===== src/rtl/fuzz_harness_pkg.sv =====
// Shared widths, LFSR/MISR constants, FSM state type and LFSR helpers for the
// fuzz stimulus harness.
package fuzz_harness_pkg;

  localparam int unsigned Y_W   = 350;
  localparam int unsigned W0_W  = 17;
  localparam int unsigned W1_W  = 9;
  localparam int unsigned W2_W  = 3;
  localparam int unsigned W3_W  = 14;
  localparam int unsigned W4_W  = 6;
  localparam int unsigned VEC_W = 16;
  localparam int unsigned SIG_W = 32;

  localparam logic [63:0]      LFSR_TAPS         = 64'hD800_0000_0000_0000;
  localparam logic [SIG_W-1:0] MISR_POLY_DEFAULT = 32'h04C1_1DB7;

  typedef enum logic [2:0] {
    ST_IDLE,
    ST_DRIVE,
    ST_SETTLE,
    ST_CAPTURE,
    ST_DONE
  } state_t;

  // Galois right-shift step: taps applied when the shifted-out bit is set.
  function automatic logic [63:0] lfsr_next(input logic [63:0] v);
    return v[0] ? ((v >> 1) ^ LFSR_TAPS) : (v >> 1);
  endfunction

  function automatic logic [63:0] seed_norm(input logic [63:0] s);
    return (s == '0) ? 64'h1 : s;
  endfunction

endpackage


===== src/rtl/fuzz_stim_driver_if.sv =====
// Control/stimulus/response bundle between the harness driver and its fuzz DUT.
// Trace signals exist only when FUZZ_TRACE_EN is defined.
interface fuzz_stim_driver_if;
  import fuzz_harness_pkg::*;

  logic             start;
  logic [Y_W-1:0]   y_in;
  logic [W0_W-1:0]  drv_wire0;
  logic [W1_W-1:0]  drv_wire1;
  logic [W2_W-1:0]  drv_wire2;
  logic [W3_W-1:0]  drv_wire3;
  logic [W4_W-1:0]  drv_wire4;
  logic             busy;
  logic             done;
  logic [VEC_W-1:0] vec_count;
  logic [SIG_W-1:0] signature;
`ifdef FUZZ_TRACE_EN
  logic             trace_valid;
  logic [SIG_W-1:0] trace_fold;
`endif

  modport master (
    input  start, y_in,
    output drv_wire0, drv_wire1, drv_wire2, drv_wire3, drv_wire4,
    output busy, done, vec_count, signature
`ifdef FUZZ_TRACE_EN
    , output trace_valid, trace_fold
`endif
  );

  modport slave (
    output start, y_in,
    input  drv_wire0, drv_wire1, drv_wire2, drv_wire3, drv_wire4,
    input  busy, done, vec_count, signature
`ifdef FUZZ_TRACE_EN
    , input trace_valid, trace_fold
`endif
  );

endinterface


===== src/rtl/fuzz_misr32.sv =====
// 32-bit MISR: XOR-folds a wide response word into 32 bits, then shifts it into
// the signature register with polynomial feedback. clr has priority over en.
module fuzz_misr32
  import fuzz_harness_pkg::*;
#(
  parameter logic [SIG_W-1:0] POLY   = MISR_POLY_DEFAULT,
  parameter int unsigned      DATA_W = Y_W
) (
  input  logic              clk,
  input  logic              rst_n,
  input  logic              clr,
  input  logic              en,
  input  logic [DATA_W-1:0] data,
  output logic [SIG_W-1:0]  fold,
  output logic [SIG_W-1:0]  sig
);

  localparam int unsigned SLICES = (DATA_W + SIG_W - 1) / SIG_W;
  localparam int unsigned PAD_W  = SLICES * SIG_W;

  logic [PAD_W-1:0] padded;

  assign padded = PAD_W'(data);

  always_comb begin
    fold = '0;
    for (int unsigned i = 0; i < SLICES; i++) begin
      fold = fold ^ padded[i*SIG_W +: SIG_W];
    end
  end

  always_ff @(posedge clk or negedge rst_n) begin
    if (!rst_n) begin
      sig <= '0;
    end else if (clr) begin
      sig <= '0;
    end else if (en) begin
      sig <= {sig[SIG_W-2:0], 1'b0} ^ (sig[SIG_W-1] ? POLY : '0) ^ fold;
    end
  end

endmodule


===== src/rtl/fuzz_stim_driver.sv =====
// Pseudo-random stimulus driver for a generated fuzz DUT: drive, settle, then
// MISR-capture the response per vector. Define FUZZ_TRACE_EN for per-vector fold trace.
module fuzz_stim_driver
  import fuzz_harness_pkg::*;
#(
  parameter int unsigned      NUM_VECTORS   = 256,
  parameter int unsigned      SETTLE_CYCLES = 2,
  parameter logic [63:0]      SEED          = 64'h1,
  parameter logic [SIG_W-1:0] MISR_POLY     = MISR_POLY_DEFAULT
) (
  input  logic                clk,
  input  logic                rst_n,
  fuzz_stim_driver_if.master  bus
);

  if (NUM_VECTORS < 1 || NUM_VECTORS > 65535) begin : g_bad_num_vectors
    $error("fuzz_stim_driver: NUM_VECTORS must be in 1..65535");
  end
  if (SETTLE_CYCLES < 1) begin : g_bad_settle
    $error("fuzz_stim_driver: SETTLE_CYCLES must be >= 1");
  end

  localparam logic [63:0]      SEED_EFF  = seed_norm(SEED);
  localparam logic [VEC_W-1:0] NUM_VEC_W = VEC_W'(NUM_VECTORS);
  localparam logic [31:0]      SETTLE_W  = 32'(SETTLE_CYCLES);

  state_t           state_q, state_d;
  logic [63:0]      lfsr_q;
  logic [31:0]      settle_q;
  logic [VEC_W-1:0] vec_q;
  logic             busy_q, done_q;
  logic [W0_W-1:0]  drv0_q;
  logic [W1_W-1:0]  drv1_q;
  logic [W2_W-1:0]  drv2_q;
  logic [W3_W-1:0]  drv3_q;
  logic [W4_W-1:0]  drv4_q;
  logic             run_start, drive_en, capture_en, last_vec;
  logic [SIG_W-1:0] fold;

  always_comb begin
    state_d    = state_q;
    run_start  = 1'b0;
    drive_en   = 1'b0;
    capture_en = 1'b0;
    last_vec   = ((vec_q + 16'd1) == NUM_VEC_W);
    unique case (state_q)
      ST_IDLE: begin
        if (bus.start) begin
          run_start = 1'b1;
          state_d   = ST_DRIVE;
        end
      end
      ST_DRIVE: begin
        drive_en = 1'b1;
        state_d  = ST_SETTLE;
      end
      ST_SETTLE: begin
        if (settle_q <= 32'd1) state_d = ST_CAPTURE;
      end
      ST_CAPTURE: begin
        capture_en = 1'b1;
        state_d    = last_vec ? ST_DONE : ST_DRIVE;
      end
      ST_DONE:  state_d = ST_IDLE;
      default:  state_d = ST_IDLE;
    endcase
  end

  // busy drops on the final capture edge so that DONE already shows busy=0;
  // done is registered from DONE, giving the one-cycle pulse as IDLE is entered.
  always_ff @(posedge clk or negedge rst_n) begin
    if (!rst_n) begin
      state_q  <= ST_IDLE;
      lfsr_q   <= SEED_EFF;
      settle_q <= '0;
      vec_q    <= '0;
      busy_q   <= 1'b0;
      done_q   <= 1'b0;
      drv0_q   <= '0;
      drv1_q   <= '0;
      drv2_q   <= '0;
      drv3_q   <= '0;
      drv4_q   <= '0;
    end else begin
      state_q <= state_d;
      done_q  <= (state_q == ST_DONE);
      if (run_start) begin
        lfsr_q <= SEED_EFF;
        vec_q  <= '0;
        busy_q <= 1'b1;
      end
      if (drive_en) begin
        drv0_q   <= lfsr_q[16:0];
        drv1_q   <= lfsr_q[25:17];
        drv2_q   <= lfsr_q[28:26];
        drv3_q   <= lfsr_q[42:29];
        drv4_q   <= lfsr_q[48:43];
        lfsr_q   <= lfsr_next(lfsr_q);
        settle_q <= SETTLE_W;
      end
      if (state_q == ST_SETTLE) settle_q <= settle_q - 32'd1;
      if (capture_en) begin
        vec_q <= vec_q + 16'd1;
        if (last_vec) busy_q <= 1'b0;
      end
    end
  end

  fuzz_misr32 #(
    .POLY   (MISR_POLY),
    .DATA_W (Y_W)
  ) u_misr (
    .clk   (clk),
    .rst_n (rst_n),
    .clr   (run_start),
    .en    (capture_en),
    .data  (bus.y_in),
    .fold  (fold),
    .sig   (bus.signature)
  );

  assign bus.drv_wire0 = drv0_q;
  assign bus.drv_wire1 = drv1_q;
  assign bus.drv_wire2 = drv2_q;
  assign bus.drv_wire3 = drv3_q;
  assign bus.drv_wire4 = drv4_q;
  assign bus.busy      = busy_q;
  assign bus.done      = done_q;
  assign bus.vec_count = vec_q;

`ifdef FUZZ_TRACE_EN
  assign bus.trace_valid = capture_en;
  assign bus.trace_fold  = fold;
`else
  logic unused_fold;
  assign unused_fold = ^fold;
`endif

endmodule


===== src/flat_wrapper.sv =====
// flat-port wrapper written by rule: the top's interface ports become plain ports
module fuzz_stim_driver_flat import fuzz_harness_pkg::*;
#(
  parameter int unsigned      NUM_VECTORS   = 256,
  parameter int unsigned      SETTLE_CYCLES = 2,
  parameter logic [63:0]      SEED          = 64'h1,
  parameter logic [SIG_W-1:0] MISR_POLY     = MISR_POLY_DEFAULT
)
  (clk, rst_n, bus_start, bus_y_in, bus_drv_wire0, bus_drv_wire1, bus_drv_wire2, bus_drv_wire3, bus_drv_wire4, bus_busy, bus_done, bus_vec_count, bus_signature);
  fuzz_stim_driver_if bus_i ();
  input  logic clk;
  input  logic rst_n;
  input wire logic [$bits(bus_i.start)-1:0] bus_start;
  input wire logic [$bits(bus_i.y_in)-1:0] bus_y_in;
  output wire logic [$bits(bus_i.drv_wire0)-1:0] bus_drv_wire0;
  output wire logic [$bits(bus_i.drv_wire1)-1:0] bus_drv_wire1;
  output wire logic [$bits(bus_i.drv_wire2)-1:0] bus_drv_wire2;
  output wire logic [$bits(bus_i.drv_wire3)-1:0] bus_drv_wire3;
  output wire logic [$bits(bus_i.drv_wire4)-1:0] bus_drv_wire4;
  output wire logic [$bits(bus_i.busy)-1:0] bus_busy;
  output wire logic [$bits(bus_i.done)-1:0] bus_done;
  output wire logic [$bits(bus_i.vec_count)-1:0] bus_vec_count;
  output wire logic [$bits(bus_i.signature)-1:0] bus_signature;
  assign bus_i.start = bus_start;
  assign bus_i.y_in = bus_y_in;
  assign bus_drv_wire0 = bus_i.drv_wire0;
  assign bus_drv_wire1 = bus_i.drv_wire1;
  assign bus_drv_wire2 = bus_i.drv_wire2;
  assign bus_drv_wire3 = bus_i.drv_wire3;
  assign bus_drv_wire4 = bus_i.drv_wire4;
  assign bus_busy = bus_i.busy;
  assign bus_done = bus_i.done;
  assign bus_vec_count = bus_i.vec_count;
  assign bus_signature = bus_i.signature;
  fuzz_stim_driver #(.NUM_VECTORS(NUM_VECTORS), .SETTLE_CYCLES(SETTLE_CYCLES), .SEED(SEED), .MISR_POLY(MISR_POLY)) u_core (.clk(clk), .rst_n(rst_n), .bus(bus_i));
endmodule

===== config.mk =====
export PLATFORM = sky130hd
export DESIGN_NAME = fuzz_stim_driver_flat
export DESIGN_NICKNAME = d
export VERILOG_FILES = /design/src/rtl/fuzz_harness_pkg.sv /design/src/rtl/fuzz_stim_driver_if.sv /design/src/rtl/fuzz_misr32.sv /design/src/rtl/fuzz_stim_driver.sv /design/src/flat_wrapper.sv
export SDC_FILE = /design/constraint.sdc
export NUM_CORES = 1
export LEC_CHECK = 0
export ABC_AREA = 1
export CAP_MARGIN = 15
export CORE_MARGIN = 5
export CORE_UTILIZATION = 33
export CTS_CLUSTER_SIZE = 40
export DETAILED_ROUTE_END_ITERATION = 10
export DONT_BUFFER_PORTS = 1
export RECOVER_POWER = 50
export SYNTH_ARGS = -nofsm -noshare
export SYNTH_HDL_FRONTEND = slang
export SYNTH_HIERARCHICAL = 1
export SYNTH_SLANG_ARGS = --single-unit

===== constraint.sdc =====
create_clock -name clk -period 1.67 [get_ports clk]
set_input_delay 0.4175 -clock clk [delete_from_list [all_inputs] [get_ports clk]]
set_output_delay 0.4175 -clock clk [all_outputs]
set_load 0.02 [all_outputs]

==> results of run 1 <==
-- how the worst max path moves through the flow --
stage | cells past startpoint | slack [ns] | start | end
2_1_floorplan | 12 | 0.01 | u_core/bus.vec_count[0] | u_core/bus.busy
3_3_place_gp | 7 | 0.01 | u_core/state_q[0] | u_core/u_misr/sig[25]
3_5_place_dp | 7 | -0.07 | u_core/state_q[0] | u_core/u_misr/sig[25]
4_1_cts | 10 | -0.01 | u_core/settle_q[4] | u_core/settle_q[29]
5_1_grt | 11 | -0.12 | u_core/settle_q[4] | u_core/settle_q[31]
6_report | 10 | 0.008 | u_core/bus.vec_count[1] | u_core/bus.busy
-- per-stage QoR --
| step | instance area [µm²] | cells | power [mW] |
|---|---|---|---|
| final | 16900 | 3110 | 26.5 |
| after global routing | 16900 | 3110 | 28.9 |
| after CTS | 16800 | 3106 | 26.5 |
| after detailed placement | 16000 | 3071 | 21.7 |
| after global placement | 16000 | 3071 | 21.4 |
| after floorplan | 15000 | 2449 | 17.9 |
-- power breakdown --
group	switching [mW]	internal (mW)	leakage, nW
Clock	2.17	2.24	0.305
Combinational	7.59	4.62	7.09
Sequential	3.05	6.84	2.65
Total	12.8	13.7	10.0
-- layer usage --
layer  vias up  track usage (%)  wire (µm)
li1       7511                -          -
met1      6478             19.8      17900
met2       354             28.4      20400
met3        48             4.95       3380
met4         0             4.05        861
met5         -                0          0
-- cell type report --
| type | instances | area, µm² |
|---|---|---|
| inverter | 522 | 1970 |
| multi-input combinational | 1693 | 8020 |
| fill | 4818 | 28300 |
| sequential | 198 | 4960 |
| clock inverter | 14 | 195 |
| clock buffer | 18 | 439 |
| timing repair buffer | 65 | 558 |
| tap | 600 | 751 |
-- flip-flops by register name, summed over array words and instances, names as in the netlist --
name,cells
u_core/bus.drv_wire1,9
u_core/bus.vec_count,16
u_core/bus.drv_wire4,6
u_core/bus.drv_wire0,17
u_core/lfsr_q,64
u_core/u_misr/sig,32
u_core/bus.done,1
u_core/bus.busy,1
u_core/state_q,3
u_core/settle_q,32
u_core/bus.drv_wire2,3
u_core/bus.drv_wire3,14
-- cell usage in the layout (no fill, tap or decap), drive strengths merged --
master / count
nand3b: 3
bufinv: 1
or2: 2
o22ai: 61
mux2: 1
mux2i: 4
nor4: 1
nor2: 140
nand2: 1011
dfrtp: 197
a211oi: 1
dfstp: 1
o32ai: 1
a32o: 2
nand4: 8
nand3: 291
xor2: 9
nor3: 7
o31ai: 1
a22o: 1
clkinv: 6
a21oi: 13
ha: 4
clkbuf: 21
inv: 528
clkinvlp: 1
buf: 62
o21ai: 83
xnor2: 49
-- repair_timing --
item,CTS,global route
pin swaps,5,10
gates cloned,0,1
gates resized for setup,16,30
setup endpoints to repair,94,80
hold endpoints to repair,198,198
setup buffers,3,3
-- critical path, delay by kind of cell (launching register included) --
family / cells / cell delay [ns]
AOI/OAI and AO/OA: 1 / 0.12
DFF: 1 / 0.40
buffers and inverters: 2 / 0.19
and+or+nand+nor: 7 / 0.83
==> flow_summary.yaml, run 1 <==
floorplan:
  start_util_pct: 33.2
  die_x_um: 223
  coreArea_um2: 45200
  fp.dieH_um: 223
  die-area_um2: 49800
  num_rows: 78
  ios: 452
placement:
  port_buffers: 0
  dp.final_hpwl_mm: 33.9
  place_ws_ns: -0.0711
  place.gp.congestion: 0.914
route:
  first_pass_iters: 5
  wl_per_cell_um: 13.7
  num_vias: 14400
  drt-initial-drc-count: 703
  vias_per_cell: 4.63
  drcViolationCount: 0
  drt-total-wl_mm: 42.6
  final_antenna_net_count: 0
worst_setup_path:
  crit_path_end_kind: "register"
  worst_r2r_startpoint: "u_core/bus.vec_count[1]"
  crit_type: "register to register"
  worstSetupStartpointType: "register"
  cpPeakStageDelay_ns: 0.40
  r2r_cells: 10
  regToRegEndpoint: "u_core/bus.busy"
  r2r_setup_slack_ns: 0.008
  slowest_stage: "dfrtp_2"
  cp.arrival_ns: 2.00
  crit_fanout: 5
  cp_cell_sequence: "buf_6, nand3_4, nor2_4, nand4_1, nand2_2, nand2_1, nor2_1, nand3_2, o21ai_2, inv_1"
  critPathRequiredTime_ns: 2.01
yosys:
  synth_area_per_cell_um2: 6.12
  synthCells: 2449
  synth_nets: 2806
  syn_area_um2: 15000
  yosys_warnings: 6
timing:
  hold_viol: 197
  timing.final.crit_share_pct: 99.5
  fin_skew_ns: 0.0172
  finalCriticalPeriod_ns: 1.66
  finalWorstSetupSlack_ns: 0.00825
  timing.fmax_mhz: 602
  holdWs_ns: -0.337
  relSlewSlack_pct: 68.7
  grt_setup_unrepaired: "true"
  finalSetupViolCount: 0
  slew_violations: 0
  worst_slew_pin_slew_ns: 0.469
  tns_ns: 0
clock_network:
  htreeDepth: 4
  cts_tree: "yes"
  cts_inserted_buffers: 17
  cts_sinks: 198
  cts.clk_slew.worst_paths_ns: 0.09
  cts_buffer_depth: 2
  clkLatencyLatePin_ns: 0.45
  root_buffer: "clkbuf_16"
cells_and_area:
  syn2layout_area_growth_pct: 12.7
  n_antenna_cell: 0
  post-route-util_pct: 37.4
  nets: 2854
  drive_gt1_share_pct: 10.5
power_and_ir_drop:
  peakVddDrop_mv: 0.819
  cellPowerDensity_nw_per_um2: 1570
  power.leakage_nw: 10.0
run_status:
  violations: "hold timing"
  outcome: "finished with violations"
global_route:
  grt_pass1_wl_mm: 67.1
  antenna_found_initial: 0
  grt_pass1_vias: 13600
  track_usage_pct: 16.3
  gr-total-overflow: 0
  grt_max_degree: 199
worst_hold_path:
  hp-class: "input pin to asynchronous set/reset pin"
flow_run:
  maxCapViolations: 0
Note: power is estimated with default switching activity, not from simulation.
==> run 2: changes to the inputs <==
--- a/config.mk
+++ b/config.mk
@@ -15,5 +15,4 @@
 export RECOVER_POWER = 50
 export SYNTH_ARGS = -nofsm -noshare
 export SYNTH_HDL_FRONTEND = slang
-export SYNTH_HIERARCHICAL = 1
 export SYNTH_SLANG_ARGS = --single-unit
==> run 2 against run 1 <==
The run still ends with hold timing left. Global-route usage decreased by 0.32 points. Register-to-register slack about the same. Design area decreased by 11%. Power decreased by 5.7%. Clock power decreased by 4%. Via count decreased by 20%. Sequential power decreased by 3.9%. Clock skew decreased by 0.0020 ns. Setup slack got worse by 0.00072 ns. Core utilization increased by 0.70 points. Combinational power decreased by 7%. Largest power group unchanged. Highest routed layer unchanged.
==> flow_summary.yaml, run 2 <==
floorplan:
  num_rows: 73
  fp.dieH_um: 210
  start_util_pct: 33.3
  die_x_um: 210
  ios: 452
  coreArea_um2: 39600
  die-area_um2: 44100
route:
  drcViolationCount: 0
  vias_per_cell: 4.57
  first_pass_iters: 5
  drt-total-wl_mm: 36.4
  num_vias: 11600
  drt-initial-drc-count: 541
  wl_per_cell_um: 14.4
  final_antenna_net_count: 0
run_status:
  violations: "hold timing"
  outcome: "finished with violations"
global_route:
  gr-total-overflow: 0
  track_usage_pct: 16.0
  grt_pass1_vias: 11100
  grt_pass1_wl_mm: 57.4
  antenna_found_initial: 0
  grt_max_degree: 199
worst_setup_path:
  worstSetupStartpointType: "register"
  crit_fanout: 5
  crit_path_end_kind: "register"
  cp.arrival_ns: 2.06
  crit_type: "register to register"
  critPathRequiredTime_ns: 2.07
clock_network:
  root_buffer: "clkbuf_16"
  clkLatencyLatePin_ns: 0.45
  cts_sinks: 198
  cts.clk_slew.worst_paths_ns: 0.08
  cts_tree: "yes"
  cts_buffer_depth: 2
  cts_inserted_buffers: 17
  htreeDepth: 4
timing:
  finalWorstSetupSlack_ns: 0.00752
  worst_slew_pin_slew_ns: 0.397
  slew_violations: 0
  finalSetupViolCount: 0
  holdWs_ns: -0.318
  relSlewSlack_pct: 73.5
  grt_setup_unrepaired: "true"
  timing.final.crit_share_pct: 99.5
  timing.fmax_mhz: 602
  hold_viol: 198
  fin_skew_ns: 0.0152
  finalCriticalPeriod_ns: 1.66
placement:
  port_buffers: 0
  place_ws_ns: -0.0941
  place.gp.congestion: 0.861
  dp.final_hpwl_mm: 28.8
power_and_ir_drop:
  pwr-share-clk_pct: 17.0
  peakVddDrop_mv: 0.760
  power.leakage_nw: 8.63
  power.total_mw: 25.0
  p_int_mw: 13.1
  switching_share_pct: 47.5
  p_sw_mw: 11.9
  cellPowerDensity_nw_per_um2: 1660
  seq_power_share_pct: 38.0
  pwr-share-comb_pct: 45.0
yosys:
  synthArstFlopShare_pct: 100
  synthCells: 1938
  synth_area_leaders: "dfrtp_1, nand2_1, xnor2_1"
  synth_edf_count: 0
  syn_area_um2: 13200
  ys.flop_type: "dfrtp_1"
  ys_ff_latch: 198
  synth_area_leader_cell: "dfrtp_1"
  synth.most_common_cell: "nand2_1"
  ys_types: 38
  yosys_warnings: 0
  synth_nets: 2295
  synth.top_cell.area_share_pct: 37.3
  synth_common_cells: "nand2_1, inv_1, dfrtp_1, xnor2_1, nor2_1"
  synth_area_per_cell_um2: 6.81
  synth-seq-area-share_pct: 37.5
worst_hold_path:
  hp-class: "input pin to asynchronous set/reset pin"
cells_and_area:
  largest-register: "u_core.lfsr_q"
  nets: 2350
  reg.largest.list: "u_core.lfsr_q (64), u_core.settle_q (32), u_core.u_misr.sig (32)"
  drive_gt1_share_pct: 8.23
  n_antenna_cell: 0
  syn2layout_area_growth_pct: 14.4
  largest_reg_flops: 64
  final_common_cell: "nand2_1"
  layout_common_cells: "nand2_1, inv_1, dfrtp_1"
flow_run:
  maxCapViolations: 0
## run 2: path summary, 6_finish.rpt
kind / slack, ns / startpoint / endpoint / cells past startpoint
max in group asynchronous: 1.67 / rst_n / u_core.u_misr.sig[13] / 0
worst max-delay path: 0.008 / u_core.settle_q[1] / u_core.settle_q[16] / 10
worst max register to register: 0.008 / u_core.settle_q[1] / u_core.settle_q[16] / 10
min in group clk: 0.18 / bus_start / u_core.state_q[0] / 2
worst min register to register: 0.47 / u_core.lfsr_q[31] / u_core.lfsr_q[31] / 2
worst min-delay path: -0.32 / rst_n / u_core.bus.drv_wire0[6] / 0
## run 2: logic make-up (layout without fill, tap and decap cells)
logic type	Yosys count	in the layout	share of synthesized area (%)
AOI/OAI and AO/OA	87	87	3.70
adders and majority gates	4	4	0.379
xor gates and xnor gates	244	244	16.2
muxes	6	6	0.474
buffers and inverters	359	427	10.3
and+or+nand+nor	1040	1040	31.4
DFF	198	198	37.5
## run 2: cell type report
class / count / area [µm²]
fillers: 4179 / 24500
multi-input cells: 1381 / 7090
flip-flops and latches: 198 / 4970
inverters: 326 / 1220
well taps: 525 / 657
repair buffers: 69 / 563
clock buffers: 18 / 429
clock inverters: 14 / 178
## run 2: what timing repair did
action,CTS,global route
endpoints found under the hold margin,198,198
resized for setup,11,46
endpoints found under the setup margin,10,34
setup buffers,0,9
pin swaps,4,14
## run 2: critical path: stages (launching register included)
cell,delay (ns)
dfrtp_1,0.40
inv_2,0.08
ha_4,0.14
inv_2,0.04
nor3_4,0.15
nand3_4,0.11
nor2_4,0.10
nand2_2,0.08
nor2_4,0.15
mux2_4,0.32
inv_2,0.04
## run 2: per-layer routing
layer | vias up | track usage [%] | share of wire (%)
met5 | - | 0 | 0
met4 | 0 | 4.05 | 1.8
met3 | 39 | 4.73 | 7.8
met2 | 337 | 27.4 | 48
met1 | 5290 | 19.9 | 42
li1 | 5891 | - | -
## run 2: power groups by stage
| stage | combinational [mW] | clock (mW) | sequential, mW |
|---|---|---|---|
| final | 11.3 | 4.25 | 9.50 |
| after global routing | 12.8 | 4.61 | 9.79 |
| after CTS | 10.9 | 4.42 | 9.52 |
| after detailed placement | 10.8 | 0 | 9.57 |
| after global placement | 10.6 | 0 | 9.54 |
| after floorplan | 7.62 | 0 | 9.18 |
## run 2: per-stage QoR
step	util, %	hold WS [ns]	TNS (ns)	cells	cell area, µm²
2_1_floorplan	-	0.122	-0.0256	1938	13200
3_3_place_gp	36.0	0.137	-0.0649	2490	14300
5_1_grt	38.1	-0.358	-0.518	2531	15100
6_report	38.1	-0.318	0	2531	15100
3_5_place_dp	36.0	0.138	-0.394	2490	14300
4_1_cts	37.6	-0.358	-0.0175	2522	14900
==> run 3: changes to the inputs <==
--- a/config.mk
+++ b/config.mk
@@ -12,6 +12,7 @@
 export CTS_CLUSTER_SIZE = 40
 export DETAILED_ROUTE_END_ITERATION = 10
 export DONT_BUFFER_PORTS = 1
+export MAX_ROUTING_LAYER = met4
 export RECOVER_POWER = 50
 export SYNTH_ARGS = -nofsm -noshare
 export SYNTH_HDL_FRONTEND = slang
==> run 3 against run 2 <==
First-iteration DRC count increased by 8.9%. Critical path depth decreased by 2. Global-route usage increased by 0.25 points. Clock skew increased by 0.0024 ns. Design area increased by 0.70%. The flow finishes with violations (hold timing, setup timing). Routed wire length decreased by 1.3%. Non-clock buffer count increased by 1. Register-to-register slack got worse by 0.06 ns. Die area unchanged. Clock power about the same. Setup slack got worse by 0.058 ns.
==> flow_summary.yaml, run 3 (synthesis gave the netlist of run 2 again) <==
clock_network:
  cts.clk_slew.worst_paths_ns: 0.08
  htreeDepth: 4
  cts_tree: "yes"
  cts_buffer_depth: 2
  cts_inserted_buffers: 17
  clkLatencyLatePin_ns: 0.46
  root_buffer: "clkbuf_16"
  cts_sinks: 198
timing:
  grt_setup_unrepaired: "true"
  finalWorstSetupSlack_ns: -0.0509
  hold_viol: 198
  tns_ns: -0.0642
  finalSetupViolCount: 2
  holdWs_ns: -0.332
  worst_slew_pin_slew_ns: 0.394
  timing.final.crit_share_pct: 103
  slew_violations: 0
  finalCriticalPeriod_ns: 1.72
  relSlewSlack_pct: 73.7
  timing.fmax_mhz: 581
  fin_skew_ns: 0.0176
worst_setup_path:
  slowest_stage: "dfrtp_1"
  path_buf_inv: 2
  crit_type: "register to register"
  crit_path_frequent_cell: "nor2_4"
  crit_fanout: 5
  cpPeakStageDelay_ns: 0.44
  crit_path_end_kind: "register"
  cp.arrival_ns: 2.12
  critPathRequiredTime_ns: 2.07
  worstSetupStartpointType: "register"
  cp_top_family: "simple AND/OR/NAND/NOR gates"
  cp_cell_sequence: "buf_4, nor3_4, nand3_4, nor2_4, nand2_2, nor2_4, mux2_4, inv_2"
placement:
  dp.final_hpwl_mm: 28.4
  placed_cell_area_um2: 14300
  port_buffers: 0
  place.gp.congestion: 0.877
  dp.cells: 2489
power_and_ir_drop:
  p_int_mw: 13.3
  switching_share_pct: 47.4
  power.leakage_nw: 8.65
  pwr-share-comb_pct: 45.7
  pwr-share-clk_pct: 16.7
  seq_power_share_pct: 37.5
  p_sw_mw: 12.0
  peakVddDrop_mv: 0.799
  cellPowerDensity_nw_per_um2: 1670
  power.total_mw: 25.3
floorplan:
  fp.dieH_um: 210
  num_rows: 73
  ios: 452
  start_util_pct: 33.3
  die_x_um: 210
  die-area_um2: 44100
  coreArea_um2: 39600
cells_and_area:
  layout_common_cells: "nand2_1, inv_1, dfrtp_1"
  final_common_cell: "nand2_1"
  instances_no_fill: 2532
  fin_area_um2: 15200
  syn2layout_area_growth_pct: 15.2
  nets: 2351
  largest-register: "u_core.lfsr_q"
  reg.largest.list: "u_core.lfsr_q (64), u_core.settle_q (32), u_core.u_misr.sig (32)"
  largest_reg_flops: 64
  n_antenna_cell: 0
  drive_gt1_share_pct: 8.87
global_route:
  grt_max_degree: 199
  gr-total-overflow: 0
  grt_pass1_vias: 11000
  grt_pass1_wl_mm: 56.7
  antenna_found_initial: 0
  track_usage_pct: 16.3
route:
  drcViolationCount: 0
  first_pass_iters: 5
  drt-initial-drc-count: 589
  vias_per_cell: 4.52
  num_vias: 11400
  final_antenna_net_count: 0
  wl_per_cell_um: 14.2
  drt-total-wl_mm: 35.9
run_status:
  violations: "hold timing, setup timing"
  outcome: "finished with violations"
worst_hold_path:
  hp-class: "input pin to asynchronous set/reset pin"
flow_run:
  maxCapViolations: 0
## run 3: cell count changes in the layout (fill, tap and decap cells not counted), moves of 2 or more
| cell | before | now |
|---|---|---|
| nor2_1 | 115 | 108 |
| o21ai_0 | 33 | 27 |
| o21ai_1 | 5 | 11 |
| nor2_4 | 6 | 10 |
| nor2_2 | 9 | 12 |
| a21oi_1 | 17 | 15 |
| a21oi_2 | 0 | 2 |
| buf_12 | 3 | 5 |
| buf_4 | 62 | 60 |
## run 3: per-stage QoR
step / worst slack [ns] / util, %
floorplan: -0.0256 / -
global placement: -0.0935 / 36.0
detailed placement: -0.117 / 36.0
CTS: -0.0491 / 37.6
global route: -0.142 / 38.4
finish: -0.0509 / 38.4
## run 3: final timing paths
path,start,endpoint,slack [ns],cells past startpoint
max,u_core.settle_q[3],u_core.settle_q[16],-0.05,8
min,rst_n,u_core.bus.drv_wire0[7],-0.33,0
min reg2reg,u_core.lfsr_q[42],u_core.lfsr_q[42],0.47,2
max in group asynchronous,rst_n,u_core.lfsr_q[0],1.76,0
max reg2reg,u_core.settle_q[3],u_core.settle_q[16],-0.05,8
min in group clk,bus_start,u_core.state_q[0],0.17,2
## run 3: routing by layer
| metal | part of all wire (%) | up-vias | global-route usage (%) |
|---|---|---|---|
| li1 | - | 5906 | - |
| met2 | 48 | 291 | 26.8 |
| met3 | 7.0 | 28 | 4.69 |
| met4 | 1.5 | 0 | 3.56 |
| met1 | 43 | 5213 | 20.0 |
| met5 | 0 | - | - |
## run 3: power by group through the flow
stage | Combinational [mW] | Sequential (mW) | Clock [mW]
3_5_place_dp | 10.9 | 9.55 | 0
5_1_grt | 13.2 | 9.79 | 4.60
2_1_floorplan | 7.62 | 9.18 | 0
4_1_cts | 11.0 | 9.50 | 4.40
3_3_place_gp | 10.7 | 9.53 | 0
6_report | 11.6 | 9.51 | 4.23
## run 3: timing repair
action                                  4_1_cts  5_1_grt
buffers inserted                              0       11
endpoints found under the setup margin        8       54
resized for setup                             7       77
pin swaps                                     4       10
endpoints found under the hold margin       198      198
## run 3: area by class of cell
type | count | area [µm²]
Sequential cell | 198 | 4970
Inverter | 326 | 1230
Clock inverter | 14 | 184
Multi-Input combinational cell | 1381 | 7140
Clock buffer | 18 | 429
Tap cell | 525 | 657
Fill cell | 4152 | 24400
Timing Repair Buffer | 70 | 599
